**src/rtl/m65c02_mcyc_pkg.sv**
```systemverilog
// m65c02_mcyc_pkg: state encodings, length codes and length decode for the microcycle controller
package m65c02_mcyc_pkg;
  typedef enum logic [1:0] {
    pSt_RST  = 2'd0,
    pSt_RUN  = 2'd1,
    pSt_HALT = 2'd2
  } state_t;
  localparam logic [1:0] pLen1  = 2'd0;
  localparam logic [1:0] pLen2  = 2'd1;
  localparam logic [1:0] pLen4  = 2'd2;
  localparam logic [1:0] pLen4W = 2'd3;
  function automatic logic [2:0] LenDec(input logic [1:0] len);
    return (len == pLen1) ? 3'd1 : (len == pLen2) ? 3'd2 : (len == pLen4 || len == pLen4W) ? 3'd4 : 3'd4;
  endfunction
endpackage

```
**src/rtl/m65c02_wait_tmr.sv**
```systemverilog
// m65c02_wait_tmr: wait-extension counter with clear, increment and terminal-count flag
module m65c02_wait_tmr #(
  parameter int pWaitMax = 15,
  parameter int pWCntW   = 8
) (
  input  logic Clk,
  input  logic Rst,
  input  logic Clr,
  input  logic Inc,
  output logic AtMax
);
  logic [pWCntW-1:0] wcnt_q, wcnt_d;
  // clear on reset or microcycle completion, count stretched clocks otherwise
  always_comb wcnt_d = (Rst | Clr) ? '0 : Inc ? wcnt_q + pWCntW'(1) : wcnt_q;
  // counter register
  always_ff @(posedge Clk) wcnt_q <= wcnt_d;
  assign AtMax = (wcnt_q == pWCntW'(pWaitMax));
endmodule

```
**src/rtl/m65c02_mcyc_ctrl.sv**
```systemverilog
// m65c02_mcyc_ctrl: microcycle length, wait stretch and halt control generating sequencer Rdy
module m65c02_mcyc_ctrl
  import m65c02_mcyc_pkg::*;
#(
  parameter int pWaitMax = 15,
  parameter int pWCntW   = 8
) (
  input  logic       Clk,
  input  logic       Rst,
  input  logic [1:0] Len,
  input  logic       Wait,
  input  logic       Halt,
  output logic       Rdy,
  output logic       Start,
  output logic [1:0] MC,
  output logic       WaitTO,
  output logic       Halted
);
  state_t     state_q, state_d;
  logic       first_q, first_d;
  logic [1:0] cnt_q, cnt_d;
  logic       lenw_q, lenw_d;
  logic       run, lenw, last, stall, at_max;
  logic [1:0] rem;
  m65c02_wait_tmr #(.pWaitMax(pWaitMax), .pWCntW(pWCntW)) u_wait_tmr (
    .Clk  (Clk),
    .Rst  (Rst),
    .Clr  (Rdy),
    .Inc  (stall),
    .AtMax(at_max)
  );
  // outputs: remaining-clock count, last-clock stretch decision and status flags
  always_comb begin
    run    = (state_q == pSt_RUN);
    rem    = !run ? 2'd0 : first_q ? 2'(LenDec(Len) - 3'd1) : cnt_q;
    lenw   = first_q ? (Len == pLen4W) : lenw_q;
    last   = run & (rem == 2'd0);
    stall  = last & lenw & Wait & ~at_max;
    Rdy    = last & ~stall;
    WaitTO = last & lenw & Wait & at_max;
    Start  = run & first_q;
    MC     = rem;
    Halted = (state_q == pSt_HALT);
  end
  // next state: reset stretch, microcycle sequencing and halt at Rdy boundaries
  always_comb begin
    state_d = state_q;
    first_d = first_q;
    cnt_d   = cnt_q;
    lenw_d  = lenw_q;
    if (Rst) begin
      state_d = pSt_RST;
      first_d = 1'b0;
      cnt_d   = 2'd0;
      lenw_d  = 1'b0;
    end else begin
      unique case (state_q)
        pSt_RUN: begin
          lenw_d  = lenw;
          cnt_d   = (rem != 2'd0) ? 2'(rem - 2'd1) : cnt_q;
          first_d = Rdy;
          state_d = (Rdy & Halt) ? pSt_HALT : pSt_RUN;
        end
        pSt_HALT: begin
          state_d = Halt ? pSt_HALT : pSt_RUN;
          first_d = ~Halt;
        end
        default: begin
          state_d = pSt_RUN;
          first_d = 1'b1;
        end
      endcase
    end
  end
  // state register
  always_ff @(posedge Clk) begin
    state_q <= state_d;
    first_q <= first_d;
    cnt_q   <= cnt_d;
    lenw_q  <= lenw_d;
  end
endmodule
```
**config.mk**
```make
export PLATFORM = sky130hd
export DESIGN_NAME = m65c02_mcyc_ctrl
export DESIGN_NICKNAME = d
export VERILOG_FILES = /design/src/rtl/m65c02_mcyc_pkg.sv /design/src/rtl/m65c02_wait_tmr.sv /design/src/rtl/m65c02_mcyc_ctrl.sv
export SDC_FILE = /design/constraint.sdc
export NUM_CORES = 1
export LEC_CHECK = 0
export CAP_MARGIN = 20
export CORE_MARGIN = 8
export CORE_UTILIZATION = 51
export DETAILED_ROUTE_END_ITERATION = 6
export PLACE_DENSITY = 0.81
export SKIP_LAST_GASP = 1
export SLEW_MARGIN = 15
export SYNTH_ARGS = -nofsm -noshare
export SYNTH_HDL_FRONTEND = slang
export SYNTH_SLANG_ARGS = --single-unit
```
**constraint.sdc**
```tcl
create_clock -name Clk -period 2.2 [get_ports Clk]
set_input_delay 0.44 -clock Clk [delete_from_list [all_inputs] [get_ports Clk]]
set_output_delay 0.44 -clock Clk [all_outputs]
set_load 0.005 [all_outputs]
```
After elaboration in Yosys (flattened, before gate mapping)
Cells that the tools add are included.
Storage, ports and cells
  bits in registers: 14
  output and inout port bits: 6
Cells by class
  muxes and demuxes: 9
  add/sub/neg operators: 3
  equal/unequal tests: 5
  bitwise gates (word level): 12
  reduce and logical (&&, ||, !) cells: 4
Operator list (count)
  $mux W2: 6
  $add A8 B1 Y8 const B: 1
  $and A1 B1 Y1: 8
  $eq A8 B4 Y1 const B: 1
  $eq A2 B1 Y1 const B: 2
  $eq A2 B2 Y1 const B: 2
  $logic_not A2 Y1: 2
  $pmux W2 S2: 1
  $sub A2 B1 Y2 const B: 2
  $not A1 Y1: 3
  $pmux W1 S2: 1
  $reduce_and A2 Y1: 1
  $reduce_bool A2 Y1: 1
  $mux W1: 1
  $or A1 B1 Y1: 1

Depth between registers and ports, before layout
Gate-level depths: netlist (run 1).
  depth in word-level cells: 16
  depth in mapped cells: 10
  gate-level depth less buffers: 10

By module
A second synthesis (run 1) with hierarchy kept.
Second synthesis, totals
  cell total of the unflattened synthesis: 88
  area, all modules: 739.5 um^2
Modules (own cells, without submodules)
  m65c02_mcyc_ctrl: cells each 48, area each 381.6 um^2, times used 1
  m65c02_wait_tmr: cells each 40, area each 357.8 um^2, times used 1

Worst setup path after synthesis (run 1)
No wires, ideal clock.
  kind: register -> output
  start: register state_q[1]
  end: output port Rdy
  setup slack: 0.196 ns
  data arrival time: 1.564 ns
  required time: 1.760 ns
  cell stages (with the launch flop): 10
  path through: dfxtp_1 > inv_1 > ha_1 > o21ai_0 > a21oi_1 > inv_1 > ha_1 > nand2_1 > a21o_4 > inv_2
On the way
  cells in the longest elaborated chain, start to end: 9
RTL lines
  from (decl): line m65c02_mcyc_ctrl.sv:19  | state_t state_q, state_d;
  from (signal assigned): line m65c02_mcyc_ctrl.sv:77  | state_q <= state_d;
  $eq A2 B1 Y1 (*): line m65c02_mcyc_ctrl.sv:34  | run = (state_q == pSt_RUN);
  $mux W2 (*): line m65c02_mcyc_ctrl.sv:35  | rem = !run ? 2'd0 : first_q ? 2'(LenDec(Len) - 3'd1) : cnt_q;
  named net MC[0]: line m65c02_mcyc_ctrl.sv:15  | output logic [1:0] MC,
  $logic_not A2 Y1 (*): line m65c02_mcyc_ctrl.sv:37  | last = run & (rem == 2'd0);
  $and A1 B1 Y1 (*): line m65c02_mcyc_ctrl.sv:37
  $and A1 B1 Y1 (3 in a row): line m65c02_mcyc_ctrl.sv:38  | stall = last & lenw & Wait & ~at_max;
  $not A1 Y1: line m65c02_mcyc_ctrl.sv:39  | Rdy = last & ~stall;
  $and A1 B1 Y1 (*): line m65c02_mcyc_ctrl.sv:39
  to (decl): line m65c02_mcyc_ctrl.sv:13  | output logic Rdy,
The timed path passes the listed nets; every way through them passes the cells marked *.

Final worst setup path (run 1)
  start: register u_wait_tmr.wcnt_q[7]
  end: output port Rdy
On the way
  cells in the longest elaborated chain, start to end: 5
RTL lines
  from (decl): line m65c02_wait_tmr.sv:12  | logic [pWCntW-1:0] wcnt_q, wcnt_d;
  from (signal assigned): line m65c02_wait_tmr.sv:16  | always_ff @(posedge Clk) wcnt_q <= wcnt_d;
  $eq A8 B4 Y1: line m65c02_wait_tmr.sv:17  | assign AtMax = (wcnt_q == pWCntW'(pWaitMax));
  $not A1 Y1: line m65c02_mcyc_ctrl.sv:38
  $and A1 B1 Y1: line m65c02_mcyc_ctrl.sv:38
  $not A1 Y1: line m65c02_mcyc_ctrl.sv:39
  $and A1 B1 Y1: line m65c02_mcyc_ctrl.sv:39
Every way passes these cells.

==> impl_metrics.ini, run 1 <==
[run_status]
status = complete, no violations

[logic_synthesis]
synth_nets = 109
post-synth-top-count-cell = dfxtp_1
synth_edf_count = 0
yosysUniqueCellTypes = 36
seq_area_frac_synth_pct = 34.0
synth_area_sq_um = 823
synthTopCellsByArea = dfxtp_1 (34%), a21oi_1 (6.1%), ha_1 (6.1%)
synth_area_leader_cell = dfxtp_1
synth_top_area_share_pct = 34.0
yosysWarnings = 0
syn_avg_cell_area_sq_um = 8.32
ys_ff_latch = 14
async_flop_share_pct = 0
synthTopCellsByCount = dfxtp_1 (14), a21oi_1 (10), inv_1 (10)
synthCells = 99
synth_top_flop_cell = dfxtp_1

[placement]
io_buffer_count = 11
dp.cells = 145
hpwl_mm = 1.55
post-place-ws_ps = -554
place_congestion = 0.816
place_area_sq_mm = 0.00110

[worst_setup_path]
critPathLaunch = u_wait_tmr.wcnt_q[7]
critPathKind = flop to output port
cp_max_fo = 3
startpoint_type = flop
cp.required_ps = 1760
ff2ff_setup_slack_ps = 240
r2r_end = u_wait_tmr.wcnt_q[7]
cp.arrival_ps = 1710
critical_path.endpoint_type = output port
rr_startpoint = state_q[1]
reg2reg_depth = 11

[power_and_ir_drop]
p_per_area_mw_per_mm2 = 554
internal-power_mw = 0.461
clkPwrFrac_pct = 22.1
switching_share_pct = 30.7
leakage_nw = 0.476
comb_power_share_pct = 36.5
p_switching_mw = 0.205
seqPwrFrac_pct = 41.3
peakVddDrop_v = 0.000445

[drt]
drt_iter0_drc = 28
drc = 0
wl_per_cell_microns = 15.1
vias_per_cell = 5.85
firstDrtPassIters = 4
wl_mm = 2.27
vias = 884
antenna_left = 0

[grt]
gr-total-overflow = 0
antenna_found_initial = 0
first_global_vias = 876
use_met1_pct = 15.7
gr-usage-all-layers_pct = 13.6
globalRouteMet2Util_pct = 23.5
busiest_layer = met2
grt_pass1_wl_mm = 3.67
use_met3_pct = 3.65
grt_max_degree = 14

[clock_tree]
h-tree-depth = 1
clkTransAtPathRegs_ps = 90
cts_tree = built
worstSkewPairLatency_ps = 280
numCtsBuffers = 3
cts_root_buffer = clkbuf_4
clock_path_buffers = 2
cts_sinks = 14

[timing]
period_share_pct = 97.8
hold_violations = 0
slew_violations = 0
worst_slew_pin_slew_ps = 278
max_slew_margin_pct = 81.4
setup_viol = 0
hold_slack_ps = 475
finClkSkew_ps = 4.15
clock.fmax_mhz = 465
layout_setup_ws_ps = 49.3
period_needed_ps = 2150

[cells_and_area]
fillers = 96
area_delta_synth_final_pct = 45.9
diodes = 0
fin_nets = 147
finalInstanceArea_sq_mm = 0.00120
instances_no_fill = 151
post_route_cells_drive_above_1_share_pct = 40.0

[die]
fp-row-count = 14
start_util_pct = 54.7
io_pins = 12
coreArea_sq_mm = 0.00151
die_x_microns = 56.2
die_area_sq_mm = 0.00316
die_h_microns = 56.2

[worst_hold_path]
hold_path_class = flop to flop
worstHoldPathCells = 2
holdPathEnd = lenw_q
hold_start = lenw_q

[flow_run]
max-cap-violations = 0
## layer usage
layer,up-vias,part of all wire [%]
met5,-,0
met4,0,0.48
met3,2,5.3
met2,26,51
met1,425,44
li1,431,-
## per-stage QoR
stage                     utilization, %  power, mW  setup TNS (ps)
final                               79.7      0.666               0
after global routing                79.7      0.700           -8.43
after CTS                           78.5      0.662               0
after detailed placement            73.2      0.489           -1790
after global placement              73.2      0.482           -1430
after floorplan                        -      0.379               0
## power by group through the flow
stage / clock, mW / combinational [mW] / sequential (mW)
global placement: 0 / 0.205 / 0.278
finish: 0.147 / 0.243 / 0.275
floorplan: 0 / 0.101 / 0.278
detailed placement: 0 / 0.211 / 0.278
global route: 0.159 / 0.264 / 0.277
CTS: 0.153 / 0.234 / 0.275
## final cells by class
type                    count  area, sq um  share of cell area (%)
inverters                  11         41.3                    3.44
multi-input cells          70          532                    44.3
repair buffers             37          298                    24.8
well taps                  16         20.0                    1.67
clock buffers               3         22.5                    1.88
flip-flops and latches     14          288                    24.0
## layout by cell type, fill, tap and decap left out, types with 2 or more instances in the layout
cell type / instances
inv_2: 2
dfxtp_2: 6
nor3_1: 3
nand4_1: 2
nor2_1: 4
clkdlybuf4s50_1: 7
nor2b_1: 3
or3_4: 2
a211oi_1: 2
and3_1: 3
clkbuf_4: 3
dfxtp_1: 8
nand3_1: 5
ha_4: 2
nand2_1: 4
nand4b_1: 2
nand2_2: 2
inv_1: 9
buf_4: 26
a31oi_1: 2
dlygate4sd2_1: 2
a21oi_1: 9
o32ai_1: 3
## timing repair
item                       4_1_cts  5_1_grt
cloned                           0        0
setup endpoints to repair        4        3
hold buffers                     0        0
pin swaps                        7        3
gates resized for setup         19        9
setup buffers                    3        0
## sequential cells by signal (all words and copies together), names as in the netlist
register / cells
cnt_q: 2
lenw_q: 1
u_wait_tmr.wcnt_q: 8
state_q: 2
first_q: 1
## critical path: stages, from the launching register on
cell     delay (ps)
dfxtp_2         330
or3_4           380
or3_4           360
a21o_4          220
inv_2            50
buf_2           100
## how the worst max path moves through the flow
stage / to / slack [ps]
after floorplan: Rdy / 200
after global placement: Rdy / -510
after detailed placement: Rdy / -550
after CTS: WaitTO / 2
after global routing: WaitTO / -8
final: Rdy / 50
## logic make-up (layout without fill, tap and decap cells)
| family | Yosys count | after routing | synth area share, % |
|---|---|---|---|
| buffers and inverters | 15 | 51 | 7.90 |
| AOI/OAI and AO/OA | 23 | 23 | 21.3 |
| and+or+nand+nor | 40 | 40 | 27.1 |
| xor gates and xnor gates | 1 | 1 | 1.06 |
| muxes | 2 | 2 | 2.58 |
| adders and majority gates | 4 | 4 | 6.08 |
| DFF | 14 | 14 | 34.0 |
Power figures use the tool's default switching activity.
==> inputs of run 2 (changes only) <==
CORE_UTILIZATION = 45   (was 51)
PLACE_DENSITY = 0.73   (was 0.81)
RECOVER_POWER = 50   (was unset)
==> run 2 against run 1 <==
Against the previous run:
- sequential cell count is the same
- die area grew 9.5%
- wire length shrank 4.0%
- cell area grew 1.6%
- combinational power shrank 12%
- clock-buffer cell count grew 1
- final cell count grew 7.3%
- highest routed layer unchanged
- clock power grew 31%
- first-iteration DRC count shrank 32%
- power grew 2.7%
==> impl_metrics.ini, run 2 (synthesized netlist as in run 1, its figures left out) <==
[clock_tree]
worstSkewPairLatency_ps = 290
h-tree-depth = 1
numCtsBuffers = 3
cts.hold.buffers_added = 0
clock_path_buffers = 2
clkTransAtPathRegs_ps = 90
cts_sinks = 14
cts_root_buffer = clkbuf_4
cts_tree = built

[cells_and_area]
top_register = u_wait_tmr.wcnt_q
instances_no_fill = 162
final_util_pct = 70.7
finalInstanceArea_sq_mm = 0.00122
final_cell_mix = buf_4 (26), inv_1 (10), a21oi_1 (9), dfxtp_1 (9)
layout_commonest_cell = buf_4
post_route_cells_drive_above_1_share_pct = 39.4
fin_nets = 148
area_delta_synth_final_pct = 48.2
fillers = 143
largest_reg_flops = 8
diodes = 0
reg_top3 = u_wait_tmr.wcnt_q: 8 flops, cnt_q: 2 flops, state_q: 2 flops

[timing]
rsz0062_at_grt = yes
clock.fmax_mhz = 460
hold_slack_ps = 476
slew_violations = 0
setup_viol = 0
finClkSkew_ps = 1.90
hold_violations = 0
worst_slew_pin_slew_ps = 422
period_share_pct = 98.8
period_needed_ps = 2170
max_slew_margin_pct = 71.8
setup_tns_ps = 0

[worst_setup_path]
cp.required_ps = 1760
cp.arrival_ps = 1730
cp_max_fo = 3
critPathKind = flop to output port
critical_path.endpoint_type = output port
startpoint_type = flop

[drt]
wl_mm = 2.18
vias_per_cell = 5.40
vias = 874
drc = 0
drt_iter0_drc = 19
wl_per_cell_microns = 13.5
antenna_left = 0
firstDrtPassIters = 4

[placement]
hpwl_mm = 1.61
io_buffer_count = 11
place_congestion = 0.819
place_area_sq_mm = 0.00111
dp.cells = 154

[grt]
antenna_found_initial = 0
grt_max_degree = 13
first_global_vias = 789
gr-usage-all-layers_pct = 13.3
grt_pass1_wl_mm = 3.52
gr-total-overflow = 0

[die]
die_h_microns = 58.8
fp-row-count = 15
start_util_pct = 47.7
die_area_sq_mm = 0.00345
io_pins = 12
die_x_microns = 58.8
coreArea_sq_mm = 0.00173

[power_and_ir_drop]
p_per_area_mw_per_mm2 = 561
leakage_nw = 0.503
peakVddDrop_v = 0.000432

[flow_run]
max-cap-violations = 0

[run_status]
status = complete, no violations

[worst_hold_path]
hold_path_class = flop to flop
[run 2: routing by layer]
| metal | global-route usage (%) | up-vias | share of wire (%) |
|---|---|---|---|
| met3 | 4.57 | 5 | 5.4 |
| met4 | 7.17 | 0 | 1.9 |
| li1 | - | 437 | - |
| met1 | 15.5 | 415 | 44 |
| met2 | 20.7 | 17 | 49 |
| met5 | 0 | - | 0 |
[run 2: area by class of cell]
type                       instances  area, sq um  share of cell area (%)
clock buffer                       4         36.3                    2.97
multi-input combinational         70          518                    42.5
sequential                        14          287                    23.5
inverter                          11         41.3                    3.38
timing repair buffer              38          307                    25.1
tap                               25         31.3                    2.56
[run 2: worst paths after layout]
| path | startpoint | cells after the start | slack, ps | end |
|---|---|---|---|---|
| worst max-delay path | u_wait_tmr.wcnt_q[0] | 6 | 30 | Rdy |
| worst min-delay path | lenw_q | 2 | 480 | lenw_q |
| worst max register to register | state_q[1] | 11 | 280 | u_wait_tmr.wcnt_q[7] |
| worst min register to register | lenw_q | 2 | 480 | lenw_q |
[run 2: critical path: stages (launching register included)]
cell and delay, ps:
dfxtp_1 350, ha_2 210, nand3_1 120, or3_4 400, a21o_4 220, inv_2 50
buf_2 100
[run 2: where the power goes]
| group | switching [mW] | internal, mW |
|---|---|---|
| clock network | 0.0915 | 0.101 |
| registers | 0.00882 | 0.267 |
| logic | 0.104 | 0.112 |
| total | 0.204 | 0.480 |
[run 2: what timing repair did]
action                                  in CTS  in global routing
buffers inserted                             0                  4
resized for setup                           21                  7
pin swaps                                    5                  0
endpoints found under the setup margin       4                  4
[run 2: per-stage QoR]
stage	worst slack, ps	power, mW
finish	25.4	0.684
global route	-18.9	0.722
CTS	12.7	0.679
detailed placement	-497	0.486
global placement	-474	0.479
floorplan	196	0.379
